$ cat src/rtl/execute_pkg.sv
// rtl/execute_pkg.sv - shared types and constants for the execute stage
package execute_pkg;

  typedef enum logic [3:0] {
    OP_ADD, OP_SUB, OP_AND, OP_OR, OP_XOR,
    OP_SHL, OP_SHR, OP_SAR, OP_MOV, OP_DIV
  } op_t;

  localparam int FLAG_Z = 3;
  localparam int FLAG_N = 2;
  localparam int FLAG_C = 1;
  localparam int FLAG_V = 0;

  typedef enum logic [1:0] {IDLE, DIVIDE, STORE} state_t;

  localparam int NO_DESTINATION = 0;

endpackage

$ cat src/rtl/execute_divider.sv
// rtl/execute_divider.sv - restoring unsigned divider, one quotient bit per cycle
// done is combinational: it marks the cycle whose edge produces the final quotient.
module execute_divider #(
  parameter int WIDTH      = 32,
  parameter int DIV_CYCLES = WIDTH
) (
  input  logic             clock,
  input  logic             reset,
  input  logic             start,
  input  logic [WIDTH-1:0] dividend,
  input  logic [WIDTH-1:0] divisor,
  input  logic             abort,
  input  logic             finish_en,
  output logic             done,
  output logic             div_by_zero,
  output logic [WIDTH-1:0] quotient
);

  localparam int CW = (DIV_CYCLES > 1) ? $clog2(DIV_CYCLES) : 1;
  localparam logic [CW-1:0] LAST_COUNT = CW'(DIV_CYCLES - 1);

  logic             busy_q, busy_d;
  logic [CW-1:0]    count_q, count_d;
  logic [WIDTH-1:0] rem_q, rem_d;
  logic [WIDTH-1:0] quo_q, quo_d;
  logic [WIDTH-1:0] divisor_q, divisor_d;

  logic [WIDTH:0]   rem_shift;
  logic [WIDTH:0]   trial;
  logic             fits;
  logic [WIDTH-1:0] step_rem;
  logic [WIDTH-1:0] step_quo;
  logic             last_step;

  always_comb begin
    rem_shift   = {rem_q, quo_q[WIDTH-1]};
    trial       = rem_shift - {1'b0, divisor_q};
    fits        = !trial[WIDTH];
    step_rem    = fits ? trial[WIDTH-1:0] : rem_shift[WIDTH-1:0];
    step_quo    = {quo_q[WIDTH-2:0], fits};
    last_step   = busy_q && (count_q == '0);
    div_by_zero = start && (divisor == '0);
    done        = div_by_zero || (last_step && finish_en && !abort);
    quotient    = div_by_zero ? '1 : step_quo;

    busy_d    = busy_q;
    count_d   = count_q;
    rem_d     = rem_q;
    quo_d     = quo_q;
    divisor_d = divisor_q;

    if (abort) begin
      busy_d = 1'b0;
    end else if (busy_q) begin
      // The last step waits at count 0 until the result can be taken downstream.
      if (!last_step) begin
        rem_d   = step_rem;
        quo_d   = step_quo;
        count_d = count_q - 1'b1;
      end else if (finish_en) begin
        rem_d  = step_rem;
        quo_d  = step_quo;
        busy_d = 1'b0;
      end
    end else if (start && !div_by_zero) begin
      busy_d    = 1'b1;
      count_d   = LAST_COUNT;
      rem_d     = '0;
      quo_d     = dividend;
      divisor_d = divisor;
    end
  end

  always_ff @(posedge clock or posedge reset) begin
    if (reset) begin
      busy_q    <= 1'b0;
      count_q   <= '0;
      rem_q     <= '0;
      quo_q     <= '0;
      divisor_q <= '0;
    end else begin
      busy_q    <= busy_d;
      count_q   <= count_d;
      rem_q     <= rem_d;
      quo_q     <= quo_d;
      divisor_q <= divisor_d;
    end
  end

endmodule

$ cat src/rtl/execute.sv
// rtl/execute.sv - execute stage: inline ALU, iterative divide, store handshake
// Result bundle is registered; hold_out stalls the read stage while busy or held.
module execute
  import execute_pkg::*;
#(
  parameter int WIDTH      = 32,
  parameter int REG_BITS   = 4,
  parameter int DIV_CYCLES = WIDTH
) (
  input  logic                clock,
  input  logic                reset,
  input  logic                in_valid,
  input  logic [WIDTH-1:0]    in_pc,
  input  op_t                 in_operation,
  input  logic [REG_BITS-1:0] in_destination,
  input  logic [WIDTH-1:0]    in_left,
  input  logic [WIDTH-1:0]    in_right,
  input  logic [WIDTH-1:0]    in_adjustment,
  input  logic                in_is_writing_memory,
  input  logic                in_has_flushed,
  output logic                hold_out,
  input  logic                flush,
  output logic                mem_write_enable,
  output logic [WIDTH-1:0]    mem_address,
  output logic [WIDTH-1:0]    mem_data,
  input  logic                mem_ready,
  input  logic                hold_in,
  output logic                out_valid,
  output logic [WIDTH-1:0]    out_pc,
  output logic [REG_BITS-1:0] out_destination,
  output logic [WIDTH-1:0]    out_value,
  output logic [3:0]          out_flags,
  output logic                out_has_flushed
);

  localparam int SHIFT_BITS = $clog2(WIDTH);

  state_t              state_q, state_d;
  logic [WIDTH-1:0]    pc_q, pc_d;
  logic [REG_BITS-1:0] dest_q, dest_d;
  logic [WIDTH-1:0]    mem_address_q, mem_address_d;
  logic [WIDTH-1:0]    mem_data_q, mem_data_d;
  logic                out_valid_q, out_valid_d;
  logic [WIDTH-1:0]    out_pc_q, out_pc_d;
  logic [REG_BITS-1:0] out_destination_q, out_destination_d;
  logic [WIDTH-1:0]    out_value_q, out_value_d;
  logic [3:0]          out_flags_q, out_flags_d;
  logic                out_has_flushed_q, out_has_flushed_d;

  logic                accept;
  logic                div_start;
  logic                div_abort;
  logic                div_done;
  logic                div_by_zero;
  logic [WIDTH-1:0]    div_quotient;

  logic [WIDTH:0]      sum;
  logic [WIDTH:0]      diff;
  logic [SHIFT_BITS-1:0] shamt;
  logic [WIDTH-1:0]    alu_value;
  logic                alu_c;
  logic                alu_v;

  logic                finish;
  logic [WIDTH-1:0]    fin_value;
  logic [WIDTH-1:0]    fin_pc;
  logic [REG_BITS-1:0] fin_dest;
  logic                fin_c;
  logic                fin_v;

  execute_divider #(
    .WIDTH      (WIDTH),
    .DIV_CYCLES (DIV_CYCLES)
  ) u_divider (
    .clock       (clock),
    .reset       (reset),
    .start       (div_start),
    .dividend    (in_left),
    .divisor     (in_right),
    .abort       (div_abort),
    .finish_en   (!hold_in),
    .done        (div_done),
    .div_by_zero (div_by_zero),
    .quotient    (div_quotient)
  );

  always_comb begin
    shamt     = in_right[SHIFT_BITS-1:0];
    sum       = {1'b0, in_left} + {1'b0, in_right};
    diff      = {1'b0, in_left} - {1'b0, in_right};
    alu_value = '0;
    alu_c     = 1'b0;
    alu_v     = 1'b0;
    case (in_operation)
      OP_ADD: begin
        alu_value = sum[WIDTH-1:0];
        alu_c     = sum[WIDTH];
        alu_v     = (in_left[WIDTH-1] == in_right[WIDTH-1]) && (sum[WIDTH-1] != in_left[WIDTH-1]);
      end
      OP_SUB: begin
        alu_value = diff[WIDTH-1:0];
        alu_c     = !diff[WIDTH];
        alu_v     = (in_left[WIDTH-1] != in_right[WIDTH-1]) && (diff[WIDTH-1] != in_left[WIDTH-1]);
      end
      OP_AND:  alu_value = in_left & in_right;
      OP_OR:   alu_value = in_left | in_right;
      OP_XOR:  alu_value = in_left ^ in_right;
      OP_SHL:  alu_value = in_left << shamt;
      OP_SHR:  alu_value = in_left >> shamt;
      OP_SAR:  alu_value = $signed(in_left) >>> shamt;
      OP_MOV:  alu_value = in_right;
      default: alu_value = '0;
    endcase
  end

  always_comb begin
    accept    = in_valid && (state_q == IDLE) && !hold_in;
    hold_out  = !reset && (hold_in || (state_q != IDLE));
    div_start = accept && !in_is_writing_memory && (in_operation == OP_DIV);
    div_abort = flush && (state_q == DIVIDE);

    state_d           = state_q;
    pc_d              = pc_q;
    dest_d            = dest_q;
    mem_address_d     = mem_address_q;
    mem_data_d        = mem_data_q;
    out_valid_d       = out_valid_q;
    out_pc_d          = out_pc_q;
    out_destination_d = out_destination_q;
    out_value_d       = out_value_q;
    out_flags_d       = out_flags_q;
    out_has_flushed_d = out_has_flushed_q;

    finish    = 1'b0;
    fin_value = alu_value;
    fin_c     = alu_c;
    fin_v     = alu_v;
    fin_pc    = in_pc;
    fin_dest  = in_destination;

    // With writeback stalled the whole result bundle freezes.
    if (!hold_in) begin
      out_valid_d       = 1'b0;
      out_has_flushed_d = in_has_flushed;
    end

    case (state_q)
      IDLE: begin
        if (accept) begin
          if (in_is_writing_memory) begin
            state_d       = STORE;
            pc_d          = in_pc;
            mem_address_d = in_left + in_adjustment;
            mem_data_d    = in_right;
          end else if (in_operation == OP_DIV) begin
            if (div_done) begin
              finish    = 1'b1;
              fin_value = div_quotient;
              fin_c     = 1'b0;
              fin_v     = div_by_zero;
            end else begin
              state_d = DIVIDE;
              pc_d    = in_pc;
              dest_d  = in_destination;
            end
          end else begin
            finish = 1'b1;
          end
        end
      end
      DIVIDE: begin
        if (flush) begin
          state_d = IDLE;
        end else if (div_done) begin
          state_d   = IDLE;
          finish    = 1'b1;
          fin_value = div_quotient;
          fin_c     = 1'b0;
          fin_v     = 1'b0;
          fin_pc    = pc_q;
          fin_dest  = dest_q;
        end
      end
      STORE: begin
        if (mem_ready && !hold_in) begin
          state_d           = IDLE;
          out_valid_d       = 1'b1;
          out_pc_d          = pc_q;
          out_destination_d = REG_BITS'(NO_DESTINATION);
          out_value_d       = '0;
        end
      end
      default: state_d = IDLE;
    endcase

    if (finish) begin
      out_valid_d         = 1'b1;
      out_pc_d            = fin_pc;
      out_destination_d   = fin_dest;
      out_value_d         = fin_value;
      out_flags_d[FLAG_Z] = (fin_value == '0);
      out_flags_d[FLAG_N] = fin_value[WIDTH-1];
      out_flags_d[FLAG_C] = fin_c;
      out_flags_d[FLAG_V] = fin_v;
    end
  end

  always_ff @(posedge clock or posedge reset) begin
    if (reset) begin
      state_q           <= IDLE;
      pc_q              <= '0;
      dest_q            <= '0;
      mem_address_q     <= '0;
      mem_data_q        <= '0;
      out_valid_q       <= 1'b0;
      out_pc_q          <= '0;
      out_destination_q <= '0;
      out_value_q       <= '0;
      out_flags_q       <= '0;
      out_has_flushed_q <= 1'b0;
    end else begin
      state_q           <= state_d;
      pc_q              <= pc_d;
      dest_q            <= dest_d;
      mem_address_q     <= mem_address_d;
      mem_data_q        <= mem_data_d;
      out_valid_q       <= out_valid_d;
      out_pc_q          <= out_pc_d;
      out_destination_q <= out_destination_d;
      out_value_q       <= out_value_d;
      out_flags_q       <= out_flags_d;
      out_has_flushed_q <= out_has_flushed_d;
    end
  end

  assign mem_write_enable = (state_q == STORE);
  assign mem_address      = mem_address_q;
  assign mem_data         = mem_data_q;
  assign out_valid        = out_valid_q;
  assign out_pc           = out_pc_q;
  assign out_destination  = out_destination_q;
  assign out_value        = out_value_q;
  assign out_flags        = out_flags_q;
  assign out_has_flushed  = out_has_flushed_q;

endmodule
$ cat config.mk
export PLATFORM = sky130hd
export DESIGN_NAME = execute
export DESIGN_NICKNAME = d
export VERILOG_FILES = /design/src/rtl/execute_pkg.sv /design/src/rtl/execute_divider.sv /design/src/rtl/execute.sv
export SDC_FILE = /design/constraint.sdc
export NUM_CORES = 1
export LEC_CHECK = 0
export ABC_AREA = 1
export CORE_ASPECT_RATIO = 2
export CORE_MARGIN = 1.5
export CORE_UTILIZATION = 36
export DETAILED_ROUTE_END_ITERATION = 10
export GPL_ROUTABILITY_DRIVEN = 0
export HOLD_SLACK_MARGIN = 0.12
export PLACE_DENSITY = 0.59
export SKIP_CTS_REPAIR_TIMING = 1
export SLEW_MARGIN = 20
export SYNTH_ARGS = -nofsm -noshare
export SYNTH_HDL_FRONTEND = slang
export SYNTH_SLANG_ARGS = --single-unit
$ cat constraint.sdc
create_clock -name clock -period 10 [get_ports clock]
set_input_delay 1.5 -clock clock [delete_from_list [all_inputs] [get_ports clock]]
set_output_delay 1.5 -clock clock [all_outputs]
set_load 0.01 [all_outputs]
==> results of run 1 <==
## report_power, final
part | total (mW) | switching [mW] | leakage, nW | internal [mW]
registers | 1.61 | 0.175 | 3.57 | 1.43
logic | 2.78 | 1.79 | 11.2 | 0.991
clock network | 1.23 | 0.548 | 0.521 | 0.684
## per-layer routing
| metal | vias up | share of wire (%) |
|---|---|---|
| met4 | 22 | 11 |
| li1 | 14113 | - |
| met3 | 584 | 10 |
| met1 | 13636 | 33 |
| met2 | 1557 | 46 |
| met5 | - | 0.16 |
## worst max path at each step
| stage | from | endpoint | slack [ns] |
|---|---|---|---|
| after global placement | in_right[0] | out_pc[23] | 2.90 |
| after floorplan | reset | dest_q[0] | 0.83 |
| after detailed placement | in_right[0] | out_pc[26] | 2.92 |
| final | in_right[0] | out_pc[26] | 3.57 |
| after global routing | in_right[0] | out_pc[25] | 2.97 |
| after CTS | in_right[0] | out_pc[26] | 3.56 |
## metrics by stage
stage	setup WS [ns]	total power [mW]	hold slack, ns	cell area [um2]
2_1_floorplan	0.835	3.27	0.448	26000
3_3_place_gp	2.90	4.31	0.462	29600
3_5_place_dp	2.92	4.32	0.468	29600
4_1_cts	3.56	5.56	0.486	30600
5_1_grt	2.97	5.98	0.503	30700
6_report	3.57	5.62	0.482	30700
## kinds of logic (layout without fill, tap and decap cells)
kind of cell               Yosys count  after routing
AOI/OAI and AO/OA                  863            863
xor gates and xnor gates            46             46
adders and majority gates          166            166
buffers and inverters              691            899
DFF                                278            278
muxes                                2              2
other                                0              6
and+or+nand+nor                   2132           2132
## cell usage in the layout, fill, tap and decap left out, drive strengths merged, types with 6 or more instances in the layout
master         Yosys  layout
nand2           1364    1364
inv              494     494
o21ai            435     435
nand3            392     392
clkdlybuf4s50      0     281
dfrtp            278     278
nor2             249     249
a21oi            181     181
ha               162     162
o211ai            97      97
o22ai             73      73
buf               80      64
nand4             44      44
nor3              44      44
clkbuf           112      39
xor2              26      26
xnor2             20      20
clkinv             5      17
o21bai            16      16
and2              15      15
a31oi             13      13
a21o              11      11
nor4              10      10
nand3b             9       9
a21boi             7       7
diode              0       6
a32o               6       6
## area by class of cell
class | instances | area [um2]
inverter | 499 | 1890
antenna | 6 | 15.0
timing repair buffer | 345 | 3300
clock buffer | 39 | 855
tap | 916 | 1150
fill | 7806 | 41000
clock inverter | 16 | 194
sequential | 278 | 6960
multi-input combinational | 3209 | 16300
## critical path: stages
cell and delay, ns:
clkdlybuf4s50_1 0.45, buf_4 0.38, inv_2 0.43, nand3_1 0.25, nor2_1 0.08, nand2_1 0.16
nor2_4 0.08, nand2_4 0.11, nand2_8 0.22, inv_4 0.18, nor2_4 0.17, nor2_4 0.71
inv_4 0.44, a31oi_4 0.83, buf_4 0.67, nand2_1 0.10, o21ai_1 0.11
## registers in the layout, indices dropped and copies added (netlist names)
signal / flops
u_divider.busy_q: 1
out_flags: 4
state_q: 2
out_pc: 32
out_destination: 4
u_divider.quo_q: 32
out_value: 32
u_divider.rem_q: 32
out_has_flushed: 1
mem_address: 32
pc_q: 32
u_divider.count_q: 5
dest_q: 4
out_valid: 1
mem_data: 32
u_divider.divisor_q: 32
==> results.cfg, run 1 <==
[sta]
fin_skew_ns = 0.0209
hold_violations = 0
setup_viol = 0
finalCritPeriodShare_pct = 64.3
tns_ns = 0
period_minus_slack_ns = 6.43
tightestPinTransition_ns = 1.16
slew-limit-headroom_pct = 21.9
grt_setup_unrepaired = no
slew_viol_final = 0
fmax_mhz = 156

[grt]
grt_util_met2_pct = 57.0
grt_pass1_vias = 29013
antenna_found_initial = 14
met1_usage_pct = 35.1
use_met3_pct = 10.6
grt_pass1_wl_um = 186000
top_usage_layer = met2
grt-ovfl-total = 0
grt_usage_pct = 34.8
grt_max_degree = 141

[clocking]
cts_root_buf = clkbuf_16
clk_latency_ns = 0.66
clk_pin_slew_ns = 0.07
cts_inserted_buffers = 30
clk_path_buf_depth = 3
clock_sinks = 278
htree_levels = 1
tritoncts = done

[floorplanning]
initial_core_util_pct = 36.2
coreArea_um2 = 71700
row_count = 139
die_h_um = 383
io_pins = 284
die_w_um = 193
die-area_um2 = 73800

[route]
drt_iter0_drc = 2819
first_pass_iters = 6
wl_um = 129000
num_vias = 29912
drc = 0
ant_nets = 0
drt-vias-per-instance = 5.64
wl_per_cell_um = 24.3

[min_path]
hold_class = flip-flop to flip-flop
min_from = mem_address[0]
hold_end = mem_address[0]
whs_path_depth = 2

[flow_run]
maxCapViolCount = 0

[final_layout]
nets = 4673
syn_to_final_growth_pct = 18.3
drive_above_1_share_pct = 3.69
stdcell_count = 5308
final_util_pct = 42.8

[yosys]
netlist_area_um2 = 26000
synth-xor-area-share_pct = 1.55
ys_ff_latch = 278
synthMuxAreaShare_pct = 0.0820
synth_top_area_share_pct = 26.8
synth_ff_type = dfrtp_1
synth_area_leader_cell = dfrtp_1
synth_edf_count = 0
synth-async-reset-ratio_pct = 100
synthSimpleGateAreaFrac_pct = 34.1
synth_compound_area_share_pct = 18.8
yosysSeqAreaShare_pct = 26.8
synthTopCellsByArea = dfrtp_1 (27%), nand2_1 (20%), ha_1 (7.8%)
ys_top_cells_by_count = nand2_1 (1361), inv_1 (483), nand3_1 (391), o21ai_0 (385), dfrtp_1 (278)
synth_top_family_by_area = simple AND/OR/NAND/NOR gates
yosysMostFrequentCell = nand2_1
synth.distinct_cells = 57
synth_cells = 4178
synth_warnings = 0
synth_adder_area_share_pct = 8.12
avgSynthCellArea_um2 = 6.21
syn_nets = 4488

[placement]
port_buffers = 283
dp.cells = 5246
hpwl_um = 93600

[power_and_ir_drop]
p_leak_nw = 15.3
powerDensity_nw_per_um2 = 183
vdd_drop_max_mv = 0.173

[setup_path]
worst_setup_path_end_kind = flip-flop
worstPathRequired_ns = 10.57
r2r-end = out_pc[26]
r2r_cells = 13
cp_max_fo = 70
startpoint_type = input port
arrival_ns = 7.00
critical_path_class = input port to flip-flop
r2r_slack_ns = 5.18
r2r-start = u_divider.busy_q

[outcome]
status = finished clean
No activity file was read; power rests on OpenSTA's default activity.
==> inputs of run 2 (changes only) <==
- PLACE_DENSITY: 0.59 -> 0.61
- clock period: 10 -> 5.75 ns (I/O delays scaled with it)
==> results.cfg, run 2 (same netlist as run 1, synthesis figures left out) <==
[grt]
grt-ovfl-total = 0
antenna_found_initial = 21
grt_usage_pct = 38.0
grt_pass1_wl_um = 200000
grt_pass1_vias = 29533
grt_max_degree = 110

[final_layout]
syn_to_final_growth_pct = 19.3
drive_above_1_share_pct = 4.35
layout_commonest_cell = nand2_1
nets = 4703
final_cell_mix = nand2_1 (1361), inv_1 (480), nand3_1 (390)
final_area_um2 = 31000

[clocking]
clk_latency_ns = 0.69
clk_pin_slew_ns = 0.07
tritoncts = done
cts_root_buf = clkbuf_16
htree_levels = 1
cts_inserted_buffers = 30
clock_sinks = 278
clk_path_buf_depth = 3

[route]
ant_nets = 0
num_vias = 31245
drt-vias-per-instance = 5.85
drt_iter0_drc = 3419
first_pass_iters = 7
wl_per_cell_um = 26.4
wl_um = 141000
drc = 0

[power_and_ir_drop]
p_leak_nw = 15.4
vdd_drop_max_mv = 0.341
fin_total_pwr_mw = 9.97
powerDensity_nw_per_um2 = 322

[sta]
timing.final.ws_setup_ns = 1.02
finalCritPeriodShare_pct = 82.2
fin_skew_ns = 0.0438
grt_setup_unrepaired = no
fmax_mhz = 211
slew-limit-headroom_pct = 22.8
setup_viol = 0
tns_ns = 0
period_minus_slack_ns = 4.73
slew_viol_final = 0
tightestPinTransition_ns = 1.15
hold_violations = 0

[flow_run]
maxCapViolCount = 0

[setup_path]
arrival_ns = 5.36
worstPathRequired_ns = 6.38
cp_max_fo = 7
critPathLaunch = in_right[23]
worst_setup_path_end_kind = flip-flop
startpoint_type = input port
critical_path_class = input port to flip-flop
r2r-start = u_divider.busy_q

[floorplanning]
row_count = 139
io_pins = 284
coreArea_um2 = 71700
die_h_um = 383
die-area_um2 = 73800
die_w_um = 193
initial_core_util_pct = 36.2

[placement]
post-place-ws_ns = 0.665
hpwl_um = 102000
dpl_cell_area_um2 = 29800
port_buffers = 283

[outcome]
status = finished clean

[min_path]
hold_class = flip-flop to flip-flop
min_from = dest_q[1]
[run 2: where the power goes]
part	switching [mW]	total [mW]	internal (mW)
registers	0.308	2.80	2.49
clock network	0.994	2.22	1.23
logic	3.21	4.95	1.74
total	4.51	9.97	5.46
[run 2: worst max-delay path, cell delays in order]
cell and delay (ns):
clkdlybuf4s50_1 0.52, inv_1 0.43, ha_1 0.59, inv_1 0.44
nand3_1 0.42, nor3_1 0.36, nand3_1 0.19, nand2_1 0.12
nand2_1 0.05, nand3_1 0.35, nand4_1 0.35, nand2_1 0.21
nand2_1 0.08, nor2_1 0.10, nand2_1 0.05, nor2_1 0.08
nand3_1 0.07, nand2_1 0.08
[run 2: metrics by stage]
| stage | hold WS (ns) | instances | utilization [%] |
|---|---|---|---|
| global route | 0.500 | 5333 | 43.2 |
| global placement | 0.461 | 5276 | 41.6 |
| CTS | 0.485 | 5332 | 43.1 |
| finish | 0.479 | 5342 | 43.2 |
| floorplan | 0.448 | 4178 | - |
| detailed placement | 0.464 | 5276 | 41.6 |
[run 2: final cells by class]
type	instances	area, um2
Antenna cell	9	22.5
Multi-Input combinational cell	3209	16300
Timing Repair Buffer	375	3540
Clock buffer	39	845
Sequential cell	278	6960
Tap cell	916	1150
Fill cell	7777	40700
Inverter	499	1880
Clock inverter	17	234
[run 2: final timing paths]
path	cells after the start	endpoint	slack, ns
worst max-delay path	18	out_flags[3]	1.02
worst min-delay path	2	dest_q[1]	0.48
worst max register to register	13	out_value[18]	1.96
worst min register to register	2	dest_q[1]	0.48
max in group asynchronous	3	mem_address[15]	3.74
min in group asynchronous	2	out_pc[8]	0.86
[run 2: layer usage]
layer / routed length, um / track usage [%]
met3: 16300 / 14.5
met4: 17200 / 36.4
met5: 215 / 0
met2: 62900 / 59.8
met1: 44600 / 37.7
